[config.mk]
export PLATFORM = sky130hd
export DESIGN_NAME = dispatch_reader
export DESIGN_NICKNAME = d
export VERILOG_FILES = /design/src/rtl/dispatch_reader.sv
export SDC_FILE = /design/constraint.sdc
export NUM_CORES = 1
export LEC_CHECK = 0
export CAP_MARGIN = 0
export CORE_ASPECT_RATIO = 1.75
export CORE_MARGIN = 8
export CORE_UTILIZATION = 55
export CTS_CLUSTER_DIAMETER = 30
export CTS_CLUSTER_SIZE = 16
export DETAILED_ROUTE_END_ITERATION = 10
export GPL_ROUTABILITY_DRIVEN = 0
export PLACE_DENSITY = 0.82
export RECOVER_POWER = 50
export SLEW_MARGIN = 20
export SYNTH_ARGS = -nofsm -noshare
export SYNTH_HDL_FRONTEND = slang
export SYNTH_SLANG_ARGS = --single-unit
[constraint.sdc]
create_clock -name clock -period 5.1 [get_ports clock]
set_input_delay 1.02 -clock clock [delete_from_list [all_inputs] [get_ports clock]]
set_output_delay 1.02 -clock clock [all_outputs]
set_load 0.01 [all_outputs]
[src/rtl/dispatch_reader.sv]
// Consumer side of the dispatch RAM: issues in-order reads, hides the 1-cycle read latency
// with a 2-entry prefetch buffer. Optional stall counter built when DISPATCH_READER_STATS_EN is defined.
module dispatch_reader #(
   parameter int CORE        = 0,
   parameter int DATA_WIDTH  = 32,
   parameter int INDEX_WIDTH = 8
) (
   input  logic                   clock,
   input  logic                   reset,
   input  logic                   commit,
   input  logic                   flush,
   output logic                   read,
   output logic [INDEX_WIDTH-1:0] out_address,
   input  logic [DATA_WIDTH-1:0]  out_data,
   output logic                   deq_valid,
   output logic [DATA_WIDTH-1:0]  deq_data,
   input  logic                   deq_ready,
   output logic                   full,
   output logic                   empty,
   output logic                   overflow,
   output logic [31:0]            stall_cycles,
   input  logic                   report
);
   localparam int CW = INDEX_WIDTH + 1;
   localparam logic [CW-1:0] CAP = {1'b1, {INDEX_WIDTH{1'b0}}};

   typedef enum logic {RUN, DRAIN} state_t;

   state_t                 r_state, w_state_nxt;
   logic [INDEX_WIDTH-1:0] r_head, w_head_nxt;
   logic [CW-1:0]          r_pending, w_pending_nxt;
   logic [CW-1:0]          r_outstanding, w_outstanding_nxt;
   logic [DATA_WIDTH-1:0]  r_buf [2];
   logic                   r_rd_ptr, r_wr_ptr;
   logic [1:0]             r_occ;
   logic                   r_in_flight, r_overflow;
   logic                   w_commit_acc, w_land, w_fire, w_bypass, w_pop, w_wr, w_clear;
   logic [1:0]             w_occ_eff;

   assign full         = (r_outstanding == CAP);
   assign empty        = (r_outstanding == '0);
   assign overflow     = r_overflow;
   assign out_address  = r_head;
   assign w_commit_acc = commit & ~full;
   assign w_clear      = flush | (r_state == DRAIN);

   // RAM data landing this cycle; when the buffer is empty it is presented directly so
   // the first entry appears the cycle its read data returns.
   assign w_land    = r_in_flight & (r_state == RUN);
   assign deq_valid = (r_occ != 2'd0) | w_land;
   assign deq_data  = (r_occ != 2'd0) ? r_buf[r_rd_ptr] : out_data;
   assign w_fire    = deq_valid & deq_ready;
   assign w_bypass  = w_fire & (r_occ == 2'd0);
   assign w_pop     = w_fire & (r_occ != 2'd0);
   assign w_wr      = w_land & ~w_bypass & ~w_clear;

   // Occupancy after this cycle's dequeue, so a slot freed now can be refilled now.
   assign w_occ_eff = r_occ + {1'b0, w_land} - {1'b0, w_fire};
   assign read      = (r_state == RUN) & ~flush & (r_pending != '0) & (w_occ_eff < 2'd2);

   always_comb begin
      w_state_nxt       = r_state;
      w_head_nxt        = r_head;
      w_pending_nxt     = r_pending;
      w_outstanding_nxt = r_outstanding;
      case (r_state)
         RUN:     if (flush && r_in_flight) w_state_nxt = DRAIN;
         DRAIN:   w_state_nxt = RUN;
         default: w_state_nxt = RUN;
      endcase
      if (w_clear) begin
         w_head_nxt        = r_head + r_pending[INDEX_WIDTH-1:0];
         w_pending_nxt     = '0;
         w_outstanding_nxt = '0;
      end else begin
         w_head_nxt        = r_head + INDEX_WIDTH'(read);
         w_pending_nxt     = r_pending + CW'(w_commit_acc) - CW'(read);
         w_outstanding_nxt = r_outstanding + CW'(w_commit_acc) - CW'(w_fire);
      end
   end

   always_ff @(posedge clock or negedge reset) begin
      if (!reset) begin
         r_state       <= RUN;
         r_head        <= '0;
         r_pending     <= '0;
         r_outstanding <= '0;
         r_occ         <= '0;
         r_rd_ptr      <= 1'b0;
         r_wr_ptr      <= 1'b0;
         r_in_flight   <= 1'b0;
         r_overflow    <= 1'b0;
      end else begin
         r_state       <= w_state_nxt;
         r_head        <= w_head_nxt;
         r_pending     <= w_pending_nxt;
         r_outstanding <= w_outstanding_nxt;
         r_in_flight   <= read;
         r_overflow    <= r_overflow | (commit & full);
         if (w_clear) begin
            r_occ    <= '0;
            r_rd_ptr <= 1'b0;
            r_wr_ptr <= 1'b0;
         end else begin
            r_occ <= r_occ + {1'b0, w_wr} - {1'b0, w_pop};
            if (w_wr)  r_wr_ptr <= ~r_wr_ptr;
            if (w_pop) r_rd_ptr <= ~r_rd_ptr;
         end
      end
   end

   always_ff @(posedge clock) begin
      if (w_wr) r_buf[r_wr_ptr] <= out_data;
   end

`ifdef DISPATCH_READER_STATS_EN
   logic [31:0] r_stall;
   always_ff @(posedge clock or negedge reset) begin
      if (!reset)                                      r_stall <= '0;
      else if (deq_valid && !deq_ready && r_stall != '1) r_stall <= r_stall + 32'd1;
   end
   assign stall_cycles = r_stall;
`else
   assign stall_cycles = '0;
`endif

`ifndef SYNTHESIS
   always @(posedge clock) begin
      if (report)
         $display("dispatch_reader[%0d] head=%0d pending=%0d outstanding=%0d buf_occ=%0d state=%s",
                  CORE, r_head, r_pending, r_outstanding, r_occ, r_state.name());
   end
`endif
endmodule
# Word-level counts from Yosys, hierarchy flattened
# Memory sizes are Yosys's and may differ from the RTL's.
# Cells that the tools add are included.
# Widths: inputs -> output; s select.
# totals
output_inout_bits	77
mem_bits_rw	64
memories	1
regBits	33
elab_cells	63
# classes
magnitude_cmp	1
n_eq_ne	1
n_addsub	10
n_reduce_logical	7
muxes	13
bitwise	21
# memory_table
memory	words	width	read_ports	rd_clocked_by_memory_dff	wr	line	rtl
r_buf	2	32	1	0	1	33	logic [DATA_WIDTH-1:0] r_buf [2];
# ops
operator	n
$mux 32	1
$add 9x1->9	2
$mux 9	2
$sub 9x1->9	2
$and 1x1->1	11
$eq 9x9->1 const B	1
$logic_not 9->1	1
$reduce_bool 9->1	1
$add 8x1->8	1
$add 8x8->8	1
$mux 8	1
$mux 1	7
$not 1->1	7
$reduce_bool 2->1	3
$add 2x1->2	2
$sub 2x1->2	2
$or 1x1->1	3
$logic_not 2->1	1
$lt 2x2->1 const B	1
$mux 2	1
$pmux 1 s2	1
$logic_and 1x1->1	1

# Logic depth before layout (Yosys ltp)
# Gate-level depths: netlist (run 1).
# depth
depth_word	11
depth_mapped	14
depth_no_buf	14

# Worst setup path before layout (run 1)
# Ideal clock, no wire load.
# synth_timing
path_type	input-to-reg
from	input flush
to	memory r_buf[0][0], enable pin
path_stages	4
arrival_time_ns	2.966
n_path_buf	1
setup_slack_ns	1.713
path_cell_list	nor2_1 > clkbuf_1 > nand3_1 > nor2_1
# synth_between
elab_chain_cells	5
# synth_lines
element	line	rtl
from (decl)	11	input logic flush,
$or 1x1->1	45	assign w_clear = flush | (r_state == DRAIN);
$not 1->1	55	assign w_wr = w_land & ~w_bypass & ~w_clear;
$and 1x1->1	55	
$mux 1	113	if (w_wr) r_buf[r_wr_ptr] <= out_data;
$mux 1 (implied by the code)	113	
to (decl)	33	
# Every way passes these cells.

# Final worst setup path (run 1)
# layout_timing
from	input flush
to	output read
# layout_between
elab_chain_cells	4
# layout_lines
element	line	rtl
$not 1->1	59	assign read = (r_state == RUN) & ~flush & (r_pending != '0) & (w_occ_eff < 2'd2);
$and 1x1->1 (3 in series)	59	
to (decl)	12	output logic read,
# Every way passes these cells.

==> flow_results.xml, run 1 <==
<?xml version="1.0" encoding="UTF-8"?>
<metrics>
  <group name="outcome">
    <metric name="status" unit="">finished, violations left</metric>
    <metric name="failing_checks" unit="">max-capacitance violations, max-slew violations</metric>
  </group>
  <group name="worst_setup_path">
    <metric name="timing.critical_path.from_type" unit="">primary input</metric>
    <metric name="critPathCaptureType" unit="">output pin</metric>
    <metric name="rr_startpoint" unit="">r_outstanding[7]</metric>
    <metric name="path_delay_family" unit="">buffers and inverters</metric>
    <metric name="cp_cell_sequence" unit="">dlygate4sd3_1, or2_2, a31oi_1, o21a_1, clkdlybuf4s50_1</metric>
    <metric name="cp.buffers_inverters" unit="">2</metric>
    <metric name="cp_data_arrival_time" unit="ns">3.14</metric>
    <metric name="worst_ep_required_time" unit="ns">4.08</metric>
    <metric name="ff2ff_path_depth" unit="">14</metric>
    <metric name="worst_path_largest_cell_delay" unit="ns">0.58</metric>
    <metric name="crit_path_max_fanout" unit="">22</metric>
    <metric name="rrSetupSlack" unit="ns">1.62</metric>
    <metric name="timing.critical_path.slowest_stage_cell" unit="">sky130_fd_sc_hd__clkdlybuf4s50_1</metric>
    <metric name="worstReg2RegEnd" unit="">r_outstanding[8]</metric>
    <metric name="timing_worst_setup_path_type" unit="">primary input to output pin</metric>
  </group>
  <group name="floorplan">
    <metric name="coreArea" unit="sq um">9040</metric>
    <metric name="die-area" unit="sq um">12800</metric>
    <metric name="fp.dieW" unit="microns">88.9</metric>
    <metric name="io_pins" unit="">115</metric>
    <metric name="placementRows" unit="">46</metric>
    <metric name="die_height" unit="microns">144</metric>
    <metric name="starting_density_of_the_core" unit="%">56.6</metric>
  </group>
  <group name="synthesis">
    <metric name="ys_ff_latch" unit="">97</metric>
    <metric name="top_area_cells_in_the_synthesized_netlist" unit="">sky130_fd_sc_hd__edfxtp_1 38%, sky130_fd_sc_hd__dfrtp_1 16%, sky130_fd_sc_hd__ha_1 7.6%</metric>
    <metric name="synth_warnings" unit="">0</metric>
    <metric name="synthCells" unit="">450</metric>
    <metric name="synth_cell_type_count" unit="">43</metric>
    <metric name="number_of_enable_type_register_cells_in_the_synthesized_netlist" unit="">64</metric>
    <metric name="async_flop_share" unit="%">34.0</metric>
    <metric name="yosysSeqAreaShare" unit="%">53.8</metric>
    <metric name="post_synth.cell_area_avg" unit="sq um">11.4</metric>
    <metric name="ys_dominant_reg_cell" unit="">sky130_fd_sc_hd__edfxtp_1</metric>
    <metric name="synth_area_leader_cell" unit="">sky130_fd_sc_hd__edfxtp_1</metric>
    <metric name="synthesis.area" unit="sq um">5110</metric>
    <metric name="synth_largest_type_area_fraction" unit="%">37.6</metric>
  </group>
  <group name="global_route">
    <metric name="antenna_found_initial" unit="">0</metric>
    <metric name="grt_max_degree" unit="">40</metric>
    <metric name="first_global_vias" unit="">3571</metric>
    <metric name="gr-usage-all-layers" unit="%">17.8</metric>
    <metric name="grt_first_pass_wirelength" unit="microns">17400</metric>
    <metric name="overflow" unit="">0</metric>
  </group>
  <group name="route">
    <metric name="avgViaCountPerCell" unit="">5.23</metric>
    <metric name="detail_route.iter0.violations" unit="">103</metric>
    <metric name="routed-via-count" unit="">3429</metric>
    <metric name="drtPass1Iterations" unit="">4</metric>
    <metric name="totalWireLength" unit="microns">10800</metric>
    <metric name="route.antenna.remaining_nets" unit="">0</metric>
    <metric name="remaining_drc_errors" unit="">0</metric>
    <metric name="route.detailed.wl_per_inst" unit="microns">16.4</metric>
  </group>
  <group name="finish">
    <metric name="register_area" unit="sq um">2750</metric>
    <metric name="filler_cell_count_in_the_final_layout" unit="">674</metric>
    <metric name="layout_commonest_cell" unit="">sky130_fd_sc_hd__edfxtp_1</metric>
    <metric name="layout-area-overhead-vs-synth" unit="%">23.3</metric>
    <metric name="post_route_cells_drive_above_1_share" unit="%">5.41</metric>
    <metric name="multi_input_comb_area" unit="sq um">2090</metric>
    <metric name="antenna_cells_inserted" unit="">0</metric>
    <metric name="layout.cells.most_common_list" unit="">64 x sky130_fd_sc_hd__edfxtp_1, 44 x sky130_fd_sc_hd__dlygate4sd3_1, 42 x sky130_fd_sc_hd__nand2_1</metric>
    <metric name="num-nets-final" unit="">603</metric>
  </group>
  <group name="clocking">
    <metric name="cts.repair.resized" unit="">0</metric>
    <metric name="cts_root_buf" unit="">sky130_fd_sc_hd__clkbuf_16</metric>
    <metric name="tritoncts" unit="">yes</metric>
    <metric name="htreeDepth" unit="">3</metric>
    <metric name="ctsLongestPathBuffers" unit="">2</metric>
    <metric name="insertion_delay" unit="ns">0.33</metric>
    <metric name="cts.clk_slew.worst_paths" unit="ns">0.07</metric>
    <metric name="cts_made_buffers" unit="">9</metric>
    <metric name="cts-hold-fix-buffers" unit="">0</metric>
    <metric name="clock-sinks" unit="">97</metric>
    <metric name="cts.repair_timing.setup_buffer_count" unit="">0</metric>
  </group>
  <group name="timing">
    <metric name="grt_setup_unrepaired" unit="">no</metric>
    <metric name="finalWorstPathRequiredPeriod" unit="ns">4.16</metric>
    <metric name="fin_worst_skew" unit="ns">0.00576</metric>
    <metric name="timing.final.ws_setup" unit="ns">0.936</metric>
    <metric name="setup_tns" unit="ns">0</metric>
    <metric name="finalSetupViolCount" unit="">0</metric>
    <metric name="slew_headroom" unit="%">-23.3</metric>
    <metric name="drv_slew" unit="">34</metric>
    <metric name="timing.fmax" unit="MHz">240</metric>
    <metric name="tightest_slew" unit="ns">1.85</metric>
    <metric name="hold_violation_total_from_the_final_report" unit="">0</metric>
    <metric name="final_min_period_over_clock_period" unit="%">81.7</metric>
  </group>
  <group name="placement">
    <metric name="place_hpwl" unit="microns">7820</metric>
    <metric name="port_buffers" unit="">81</metric>
    <metric name="dp_worst_setup_slack" unit="ns">0.926</metric>
  </group>
  <group name="pwr">
    <metric name="power-per-cell-area" unit="nW/um^2">583</metric>
    <metric name="leakage" unit="uW">0.00251</metric>
    <metric name="power.ir.vdd_worst" unit="mV">0.335</metric>
  </group>
  <group name="min_path">
    <metric name="hold_path_endpoint" unit="">overflow</metric>
    <metric name="cell_count_of_the_worst_hold_path" unit="">1</metric>
    <metric name="hold_class" unit="">flip-flop to flip-flop</metric>
    <metric name="startpoint_of_the_most_critical_hold_path" unit="">overflow</metric>
  </group>
  <group name="job">
    <metric name="timing.max_cap.violations" unit="">1</metric>
  </group>
</metrics>
metrics by stage:
stage / cells / cell area [sq um] / hold slack, ns / utilization, % / total power [uW]
global route: 656 / 6300 / 0.488 / 69.8 / 3930
CTS: 656 / 6310 / 0.467 / 69.8 / 3730
finish: 656 / 6300 / 0.457 / 69.8 / 3680
floorplan: 481 / 5230 / 0.493 / - / 2270
global placement: 640 / 5940 / 0.438 / 65.7 / 2820
detailed placement: 640 / 5940 / 0.452 / 65.7 / 2890
cells in the mapped netlist (all sizes together), types with 2 or more instances:
| master | n |
|---|---|
| nand4 | 5 |
| o41ai | 2 |
| and2 | 4 |
| o211ai | 5 |
| a31oi | 5 |
| clkbuf | 12 |
| inv | 27 |
| o21a | 2 |
| nor3 | 8 |
| edfxtp | 64 |
| buf | 35 |
| or2 | 2 |
| nand2b | 2 |
| o21bai | 3 |
| nor2b | 4 |
| o21ai | 37 |
| xor2 | 7 |
| mux2i | 33 |
| fa | 3 |
| a21o | 6 |
| nor3b | 2 |
| dfrtp | 33 |
| a21oi | 11 |
| nor2 | 31 |
| xnor2 | 14 |
| nand2 | 42 |
| ha | 31 |
| nand3 | 6 |
worst reg2reg max path, delay by kind of cell, from the launching register on:
family / cells / cell delay (ns)
AOI/OAI and AO/OA: 3 / 0.62
xor gates and xnor gates: 1 / 0.19
adders and majority gates: 3 / 0.72
buffers and inverters: 2 / 0.15
DFF: 1 / 0.40
and+or+nand+nor: 5 / 1.26
report_power, final:
part	total [uW]	internal, uW	switching, uW
clock	811	532	279
sequential	1140	1000	134
combinational	1730	828	898
metal layers:
metal | up-vias | GRT usage, % | part of all wire (%)
met5 | - | 0 | 0
met3 | 19 | 4.00 | 5.3
met1 | 1634 | 18.7 | 37
li1 | 1693 | - | -
met2 | 83 | 32.0 | 55
met4 | 0 | 8.43 | 2.1
state kept, by name (all words and copies together) (netlist names), 2 cells and up:
| register | cells |
|---|---|
| out_address | 8 |
| r_buf | 64 |
| r_occ | 2 |
| r_outstanding | 9 |
| r_pending | 9 |
logic make-up after synthesis:
kind of cell | Yosys count | share of synthesized area [%]
and+or+nand+nor | 114 | 10.3
xor gates and xnor gates | 21 | 3.60
muxes | 33 | 6.46
adders and majority gates | 34 | 8.76
buffers and inverters | 74 | 7.86
DFF | 97 | 53.8
other | 1 | 0.0734
AOI/OAI and AO/OA | 76 | 9.16
how the worst max path moves through the flow:
stage	from	end	slack (ns)	depth (start not counted)
finish	flush	read	0.94	5
global route	flush	read	0.83	5
CTS	flush	read	1.05	5
detailed placement	flush	r_pending[8]	0.93	12
global placement	flush	r_pending[8]	0.99	12
floorplan	flush	r_buf[0][0]	1.71	4
area by class of cell:
class | count | share of cell area (%)
clock inverter | 6 | 2.20
clock buffer | 10 | 3.63
inverter | 27 | 1.61
sequential | 97 | 43.6
timing repair buffer | 86 | 13.4
multi-input combinational | 310 | 33.2
tap | 120 | 2.38
No activity file was read; power rests on OpenSTA's default activity.
==> run 2: changes to the inputs <==
--- a/config.mk
+++ b/config.mk
@@ -8,12 +8,12 @@
 export CAP_MARGIN = 0
 export CORE_ASPECT_RATIO = 1.75
 export CORE_MARGIN = 8
-export CORE_UTILIZATION = 55
+export CORE_UTILIZATION = 51
 export CTS_CLUSTER_DIAMETER = 30
 export CTS_CLUSTER_SIZE = 16
 export DETAILED_ROUTE_END_ITERATION = 10
 export GPL_ROUTABILITY_DRIVEN = 0
-export PLACE_DENSITY = 0.82
+export PLACE_DENSITY = 0.77
 export RECOVER_POWER = 50
 export SLEW_MARGIN = 20
 export SYNTH_ARGS = -nofsm -noshare
==> constraint.sdc (replaced) <==
create_clock -name clock -period 4.35 [get_ports clock]
set_input_delay 0.87 -clock clock [delete_from_list [all_inputs] [get_ports clock]]
set_output_delay 0.87 -clock clock [all_outputs]
set_load 0.01 [all_outputs]
==> flow_results.xml, run 2 (same netlist as run 1, synthesis figures left out) <==
<?xml version="1.0" encoding="UTF-8"?>
<metrics>
  <group name="placement">
    <metric name="port_buffers" unit="">81</metric>
    <metric name="placed_area" unit="sq um">5970</metric>
    <metric name="place_hpwl" unit="microns">7840</metric>
    <metric name="place_inst" unit="">647</metric>
  </group>
  <group name="route">
    <metric name="drtPass1Iterations" unit="">4</metric>
    <metric name="detail_route.iter0.violations" unit="">148</metric>
    <metric name="route.detailed.wl_per_inst" unit="microns">15.9</metric>
    <metric name="routed-via-count" unit="">3437</metric>
    <metric name="route.antenna.remaining_nets" unit="">0</metric>
    <metric name="avgViaCountPerCell" unit="">5.18</metric>
    <metric name="remaining_drc_errors" unit="">0</metric>
    <metric name="totalWireLength" unit="microns">10500</metric>
  </group>
  <group name="finish">
    <metric name="stdcell_area" unit="sq um">6320</metric>
    <metric name="largest_registers" unit="">r_buf (64), r_outstanding (9), r_pending (9)</metric>
    <metric name="num-nets-final" unit="">605</metric>
    <metric name="layout-area-overhead-vs-synth" unit="%">23.7</metric>
    <metric name="max_flop_register" unit="">r_buf</metric>
    <metric name="largest_reg_flops" unit="">64</metric>
    <metric name="layout.cells.most_common_list" unit="">64 x sky130_fd_sc_hd__edfxtp_1, 43 x sky130_fd_sc_hd__dlygate4sd3_1, 42 x sky130_fd_sc_hd__nand2_1</metric>
    <metric name="instances_no_fill" unit="">663</metric>
    <metric name="layout_commonest_cell" unit="">sky130_fd_sc_hd__edfxtp_1</metric>
    <metric name="post_route_cells_drive_above_1_share" unit="%">5.40</metric>
  </group>
  <group name="worst_setup_path">
    <metric name="timing_worst_setup_path_type" unit="">primary input to flip-flop</metric>
    <metric name="worst_path_largest_cell_delay" unit="ns">0.58</metric>
    <metric name="cp_cell_sequence" unit="">dlygate4sd3_1, or2_2, clkbuf_1, a21o_1, ha_1, fa_1, a21o_1, a21oi_1, o21bai_1, a21oi_1, xnor2_1</metric>
    <metric name="timing.critical_path.slowest_stage_cell" unit="">sky130_fd_sc_hd__dlygate4sd3_1</metric>
    <metric name="worst_ep_required_time" unit="ns">4.61</metric>
    <metric name="critPathCaptureType" unit="">flip-flop</metric>
    <metric name="cp_data_arrival_time" unit="ns">3.99</metric>
    <metric name="rr_startpoint" unit="">r_outstanding[5]</metric>
    <metric name="crit_path_max_fanout" unit="">21</metric>
    <metric name="setup.worst_path.start" unit="">flush</metric>
    <metric name="timing.critical_path.from_type" unit="">primary input</metric>
  </group>
  <group name="timing">
    <metric name="grt_setup_unrepaired" unit="">no</metric>
    <metric name="hold_violation_total_from_the_final_report" unit="">0</metric>
    <metric name="finalWorstPathRequiredPeriod" unit="ns">3.73</metric>
    <metric name="timing.fmax" unit="MHz">268</metric>
    <metric name="fin_worst_hold_slack" unit="ns">0.462</metric>
    <metric name="setup_tns" unit="ns">0</metric>
    <metric name="final_min_period_over_clock_period" unit="%">85.8</metric>
    <metric name="tightest_slew" unit="ns">1.86</metric>
    <metric name="fin_worst_skew" unit="ns">0.00633</metric>
    <metric name="slew_headroom" unit="%">-23.7</metric>
    <metric name="drv_slew" unit="">67</metric>
    <metric name="finalSetupViolCount" unit="">0</metric>
  </group>
  <group name="outcome">
    <metric name="status" unit="">finished, violations left</metric>
    <metric name="failing_checks" unit="">max-capacitance violations, max-slew violations</metric>
  </group>
  <group name="clocking">
    <metric name="clock-sinks" unit="">97</metric>
    <metric name="cts_root_buf" unit="">sky130_fd_sc_hd__clkbuf_16</metric>
    <metric name="tritoncts" unit="">yes</metric>
    <metric name="cts.clk_slew.worst_paths" unit="ns">0.06</metric>
    <metric name="ctsLongestPathBuffers" unit="">2</metric>
    <metric name="cts_made_buffers" unit="">9</metric>
    <metric name="cts.repair_timing.setup_buffer_count" unit="">0</metric>
    <metric name="cts.repair.resized" unit="">0</metric>
    <metric name="insertion_delay" unit="ns">0.33</metric>
    <metric name="htreeDepth" unit="">3</metric>
    <metric name="cts-hold-fix-buffers" unit="">0</metric>
  </group>
  <group name="floorplan">
    <metric name="die_height" unit="microns">148</metric>
    <metric name="starting_density_of_the_core" unit="%">52.2</metric>
    <metric name="placementRows" unit="">48</metric>
    <metric name="fp.dieW" unit="microns">91.7</metric>
    <metric name="io_pins" unit="">115</metric>
    <metric name="die-area" unit="sq um">13600</metric>
    <metric name="coreArea" unit="sq um">9790</metric>
  </group>
  <group name="pwr">
    <metric name="power-per-cell-area" unit="nW/um^2">679</metric>
    <metric name="power.ir.vdd_worst" unit="mV">0.485</metric>
    <metric name="leakage" unit="uW">0.00251</metric>
    <metric name="finalPower" unit="uW">4300</metric>
  </group>
  <group name="min_path">
    <metric name="startpoint_of_the_most_critical_hold_path" unit="">overflow</metric>
    <metric name="hold_class" unit="">flip-flop to flip-flop</metric>
  </group>
  <group name="global_route">
    <metric name="grt_first_pass_wirelength" unit="microns">17300</metric>
    <metric name="antenna_found_initial" unit="">1</metric>
    <metric name="grt_max_degree" unit="">53</metric>
    <metric name="overflow" unit="">0</metric>
    <metric name="gr-usage-all-layers" unit="%">15.8</metric>
    <metric name="first_global_vias" unit="">3579</metric>
  </group>
  <group name="job">
    <metric name="timing.max_cap.violations" unit="">2</metric>
  </group>
</metrics>
[run 2: metrics by stage]
stage / setup slack [ns] / util, %
finish: 0.618 / 64.6
global route: 0.417 / 64.6
floorplan: 1.11 / -
CTS: 0.871 / 64.7
global placement: 0.661 / 61.0
detailed placement: 0.595 / 61.0
[run 2: worst paths after layout]
| path | slack, ns | cells past startpoint | endpoint |
|---|---|---|---|
| worst max-delay path | 0.62 | 11 | out_address[6] |
| worst min-delay path | 0.46 | 1 | overflow |
| worst max register to register | 1.00 | 14 | r_outstanding[8] |
| worst min register to register | 0.46 | 1 | overflow |
| max in group asynchronous | 1.57 | 2 | r_rd_ptr |
| min in group asynchronous | 1.57 | 2 | out_address[7] |
[run 2: power by group]
part           switching, uW  leakage [uW]  internal, uW
clock                    326      0.000177           621
sequential               153      0.000998          1180
combinational           1040       0.00134           975
total                   1520       0.00251          2770
[run 2: worst max-delay path, delay by kind of cell]
kind	cells	cell delay [ns]
fa+ha+maj	2	0.63
simple gates	1	0.30
xor+xnor	1	0.13
compound gates	5	1.05
buf+inv	2	1.02
[run 2: final cells by class]
class	count	area [sq um]
clock buffers	9	225
flip-flops and latches	97	2750
fillers	752	3460
diodes	1	2.50
well taps	125	156
inverters	27	101
multi-input cells	310	2100
repair buffers	88	852
clock inverters	6	138
[run 2: routing by layer]
metal	wire length, microns	vias to the layer above	track usage, %	part of all wire, %
met5	0	-	0	0
met1	4120	1654	17.2	39
met3	598	16	4.04	5.7
met2	5640	83	28.6	54
li1	-	1684	-	-
met4	175	0	5.69	1.7
==> run 3: changes to the inputs <==
==> constraint.sdc (replaced) <==
create_clock -name clock -period 4.35 [get_ports clock]
set_input_delay 1.0875 -clock clock [delete_from_list [all_inputs] [get_ports clock]]
set_output_delay 1.0875 -clock clock [all_outputs]
set_load 0.01 [all_outputs]
==> flow_results.xml, run 3 (same netlist as run 1, synthesis figures left out) <==
<?xml version="1.0" encoding="UTF-8"?>
<metrics>
  <group name="pwr">
    <metric name="seq_power_share" unit="%">32.5</metric>
    <metric name="power.combinational.fraction" unit="%">49.4</metric>
    <metric name="p_int" unit="uW">2550</metric>
    <metric name="p_switching" unit="uW">1540</metric>
    <metric name="leakage" unit="uW">0.00247</metric>
    <metric name="power.ir.vdd_worst" unit="mV">0.405</metric>
    <metric name="power-per-cell-area" unit="nW/um^2">655</metric>
    <metric name="p_clk_share" unit="%">18.1</metric>
    <metric name="switching_share" unit="%">37.6</metric>
    <metric name="finalPower" unit="uW">4090</metric>
  </group>
  <group name="outcome">
    <metric name="status" unit="">finished, violations left</metric>
    <metric name="failing_checks" unit="">max-capacitance violations, max-slew violations</metric>
  </group>
  <group name="clocking">
    <metric name="clock-sinks" unit="">97</metric>
    <metric name="cts_root_buf" unit="">sky130_fd_sc_hd__clkbuf_16</metric>
    <metric name="cts_made_buffers" unit="">9</metric>
    <metric name="cts.clk_slew.worst_paths" unit="ns">0.07</metric>
    <metric name="insertion_delay" unit="ns">0.33</metric>
    <metric name="htreeDepth" unit="">3</metric>
    <metric name="tritoncts" unit="">yes</metric>
    <metric name="ctsLongestPathBuffers" unit="">2</metric>
    <metric name="cts.repair.resized" unit="">0</metric>
    <metric name="cts.repair_timing.setup_buffer_count" unit="">0</metric>
    <metric name="cts-hold-fix-buffers" unit="">0</metric>
  </group>
  <group name="worst_setup_path">
    <metric name="timing.critical_path.slowest_stage_cell" unit="">sky130_fd_sc_hd__clkdlybuf4s50_1</metric>
    <metric name="cp.buffers_inverters" unit="">2</metric>
    <metric name="timing.critical_path.from_type" unit="">primary input</metric>
    <metric name="critPathCaptureType" unit="">output pin</metric>
    <metric name="path_delay_family" unit="">buffers and inverters</metric>
    <metric name="worst_path_largest_cell_delay" unit="ns">0.59</metric>
    <metric name="worst_ep_required_time" unit="ns">3.26</metric>
    <metric name="cp_data_arrival_time" unit="ns">2.98</metric>
    <metric name="crit_path_max_fanout" unit="">5</metric>
    <metric name="timing_worst_setup_path_type" unit="">primary input to output pin</metric>
    <metric name="cp_cell_sequence" unit="">dlygate4sd3_1, or2_2, a31oi_1, o21a_1, clkdlybuf4s50_1</metric>
  </group>
  <group name="finish">
    <metric name="num-nets-final" unit="">605</metric>
    <metric name="largest_reg_flops" unit="">64</metric>
    <metric name="largest_registers" unit="">r_buf (64), r_outstanding (9), r_pending (9)</metric>
    <metric name="layout.cells.most_common_list" unit="">64 x sky130_fd_sc_hd__edfxtp_1, 43 x sky130_fd_sc_hd__dlygate4sd3_1, 42 x sky130_fd_sc_hd__nand2_1</metric>
    <metric name="layout_commonest_cell" unit="">sky130_fd_sc_hd__edfxtp_1</metric>
    <metric name="stdcell_area" unit="sq um">6240</metric>
    <metric name="layout-area-overhead-vs-synth" unit="%">22.1</metric>
    <metric name="post_route_cells_drive_above_1_share" unit="%">5.39</metric>
    <metric name="max_flop_register" unit="">r_buf</metric>
  </group>
  <group name="global_route">
    <metric name="gr-usage-all-layers" unit="%">15.9</metric>
    <metric name="first_global_vias" unit="">3687</metric>
    <metric name="overflow" unit="">0</metric>
    <metric name="grt_max_degree" unit="">63</metric>
    <metric name="grt_first_pass_wirelength" unit="microns">17700</metric>
    <metric name="antenna_found_initial" unit="">1</metric>
  </group>
  <group name="timing">
    <metric name="grt_setup_unrepaired" unit="">no</metric>
    <metric name="slew_headroom" unit="%">-27.9</metric>
    <metric name="final_min_period_over_clock_period" unit="%">93.4</metric>
    <metric name="hold_violation_total_from_the_final_report" unit="">0</metric>
    <metric name="finalSetupViolCount" unit="">0</metric>
    <metric name="finalWorstPathRequiredPeriod" unit="ns">4.06</metric>
    <metric name="drv_slew" unit="">67</metric>
    <metric name="setup_tns" unit="ns">0</metric>
    <metric name="fin_worst_skew" unit="ns">0.00634</metric>
    <metric name="tightest_slew" unit="ns">1.92</metric>
    <metric name="timing.fmax" unit="MHz">246</metric>
  </group>
  <group name="floorplan">
    <metric name="io_pins" unit="">115</metric>
    <metric name="coreArea" unit="sq um">9790</metric>
    <metric name="die_height" unit="microns">148</metric>
    <metric name="starting_density_of_the_core" unit="%">52.2</metric>
    <metric name="placementRows" unit="">48</metric>
    <metric name="die-area" unit="sq um">13600</metric>
    <metric name="fp.dieW" unit="microns">91.7</metric>
  </group>
  <group name="placement">
    <metric name="port_buffers" unit="">81</metric>
    <metric name="place_hpwl" unit="microns">7710</metric>
    <metric name="placed_area" unit="sq um">5970</metric>
  </group>
  <group name="job">
    <metric name="timing.max_cap.violations" unit="">2</metric>
  </group>
  <group name="route">
    <metric name="route.antenna.remaining_nets" unit="">0</metric>
    <metric name="remaining_drc_errors" unit="">0</metric>
    <metric name="routed-via-count" unit="">3480</metric>
    <metric name="avgViaCountPerCell" unit="">5.24</metric>
    <metric name="totalWireLength" unit="microns">10600</metric>
    <metric name="drtPass1Iterations" unit="">5</metric>
    <metric name="route.detailed.wl_per_inst" unit="microns">15.9</metric>
    <metric name="detail_route.iter0.violations" unit="">176</metric>
  </group>
  <group name="min_path">
    <metric name="hold_class" unit="">flip-flop to flip-flop</metric>
  </group>
</metrics>
run 3: cell count changes in the layout (fill, tap and decap cells not counted):
cell and change:
sky130_fd_sc_hd__clkbuf_1 +1, sky130_fd_sc_hd__and2_0 -2, sky130_fd_sc_hd__bufinv_16 -4, sky130_fd_sc_hd__inv_8 +1, sky130_fd_sc_hd__and2_1 +2, sky130_fd_sc_hd__clkinv_2 +1, sky130_fd_sc_hd__inv_6 +1, sky130_fd_sc_hd__clkinvlp_4 +1
run 3: path summary, 6_finish.rpt:
path,start,to,slack (ns),cells after the start
worst max-delay path,flush,read,0.29,5
min in group asynchronous,reset,out_address[6],1.81,2
max in group asynchronous,reset,r_rd_ptr,1.28,2
worst max register to register,r_outstanding[6],r_outstanding[8],0.81,14
worst min register to register,overflow,overflow,0.45,1
worst min-delay path,overflow,overflow,0.45,1
run 3: power by group through the flow:
| stage | Combinational (uW) | Sequential [uW] | Clock, uW |
|---|---|---|---|
| finish | 2020 | 1330 | 739 |
| global route | 2260 | 1350 | 786 |
| CTS | 2070 | 1330 | 756 |
| detailed placement | 2050 | 1350 | 0 |
| global placement | 1990 | 1340 | 0 |
| floorplan | 1370 | 1290 | 0 |
run 3: per-layer routing:
| metal | global-route usage [%] | up-vias | wire, microns |
|---|---|---|---|
| li1 | - | 1685 | - |
| met2 | 30.0 | 101 | 5730 |
| met1 | 16.4 | 1681 | 4080 |
| met3 | 4.04 | 13 | 627 |
| met5 | 0 | - | 0 |
| met4 | 5.52 | 0 | 127 |
run 3: area by class of cell:
| type | instances | area (sq um) |
|---|---|---|
| diodes | 1 | 2.50 |
| clock buffers | 10 | 229 |
| clock inverters | 6 | 50.0 |
| fillers | 789 | 3550 |
| inverters | 27 | 101 |
| multi-input cells | 310 | 2100 |
| flip-flops and latches | 97 | 2750 |
| well taps | 125 | 156 |
| repair buffers | 88 | 852 |
run 3: per-stage QoR:
stage               setup WS, ns  util [%]  std cells  hold WS, ns
global placement           0.394      61.0        647        0.437
detailed placement         0.361      61.0        647        0.443
floorplan                  0.896         -        481        0.493
CTS                        0.400      63.8        663        0.459
finish                     0.287      63.8        664        0.449
global route               0.226      63.8        664        0.492
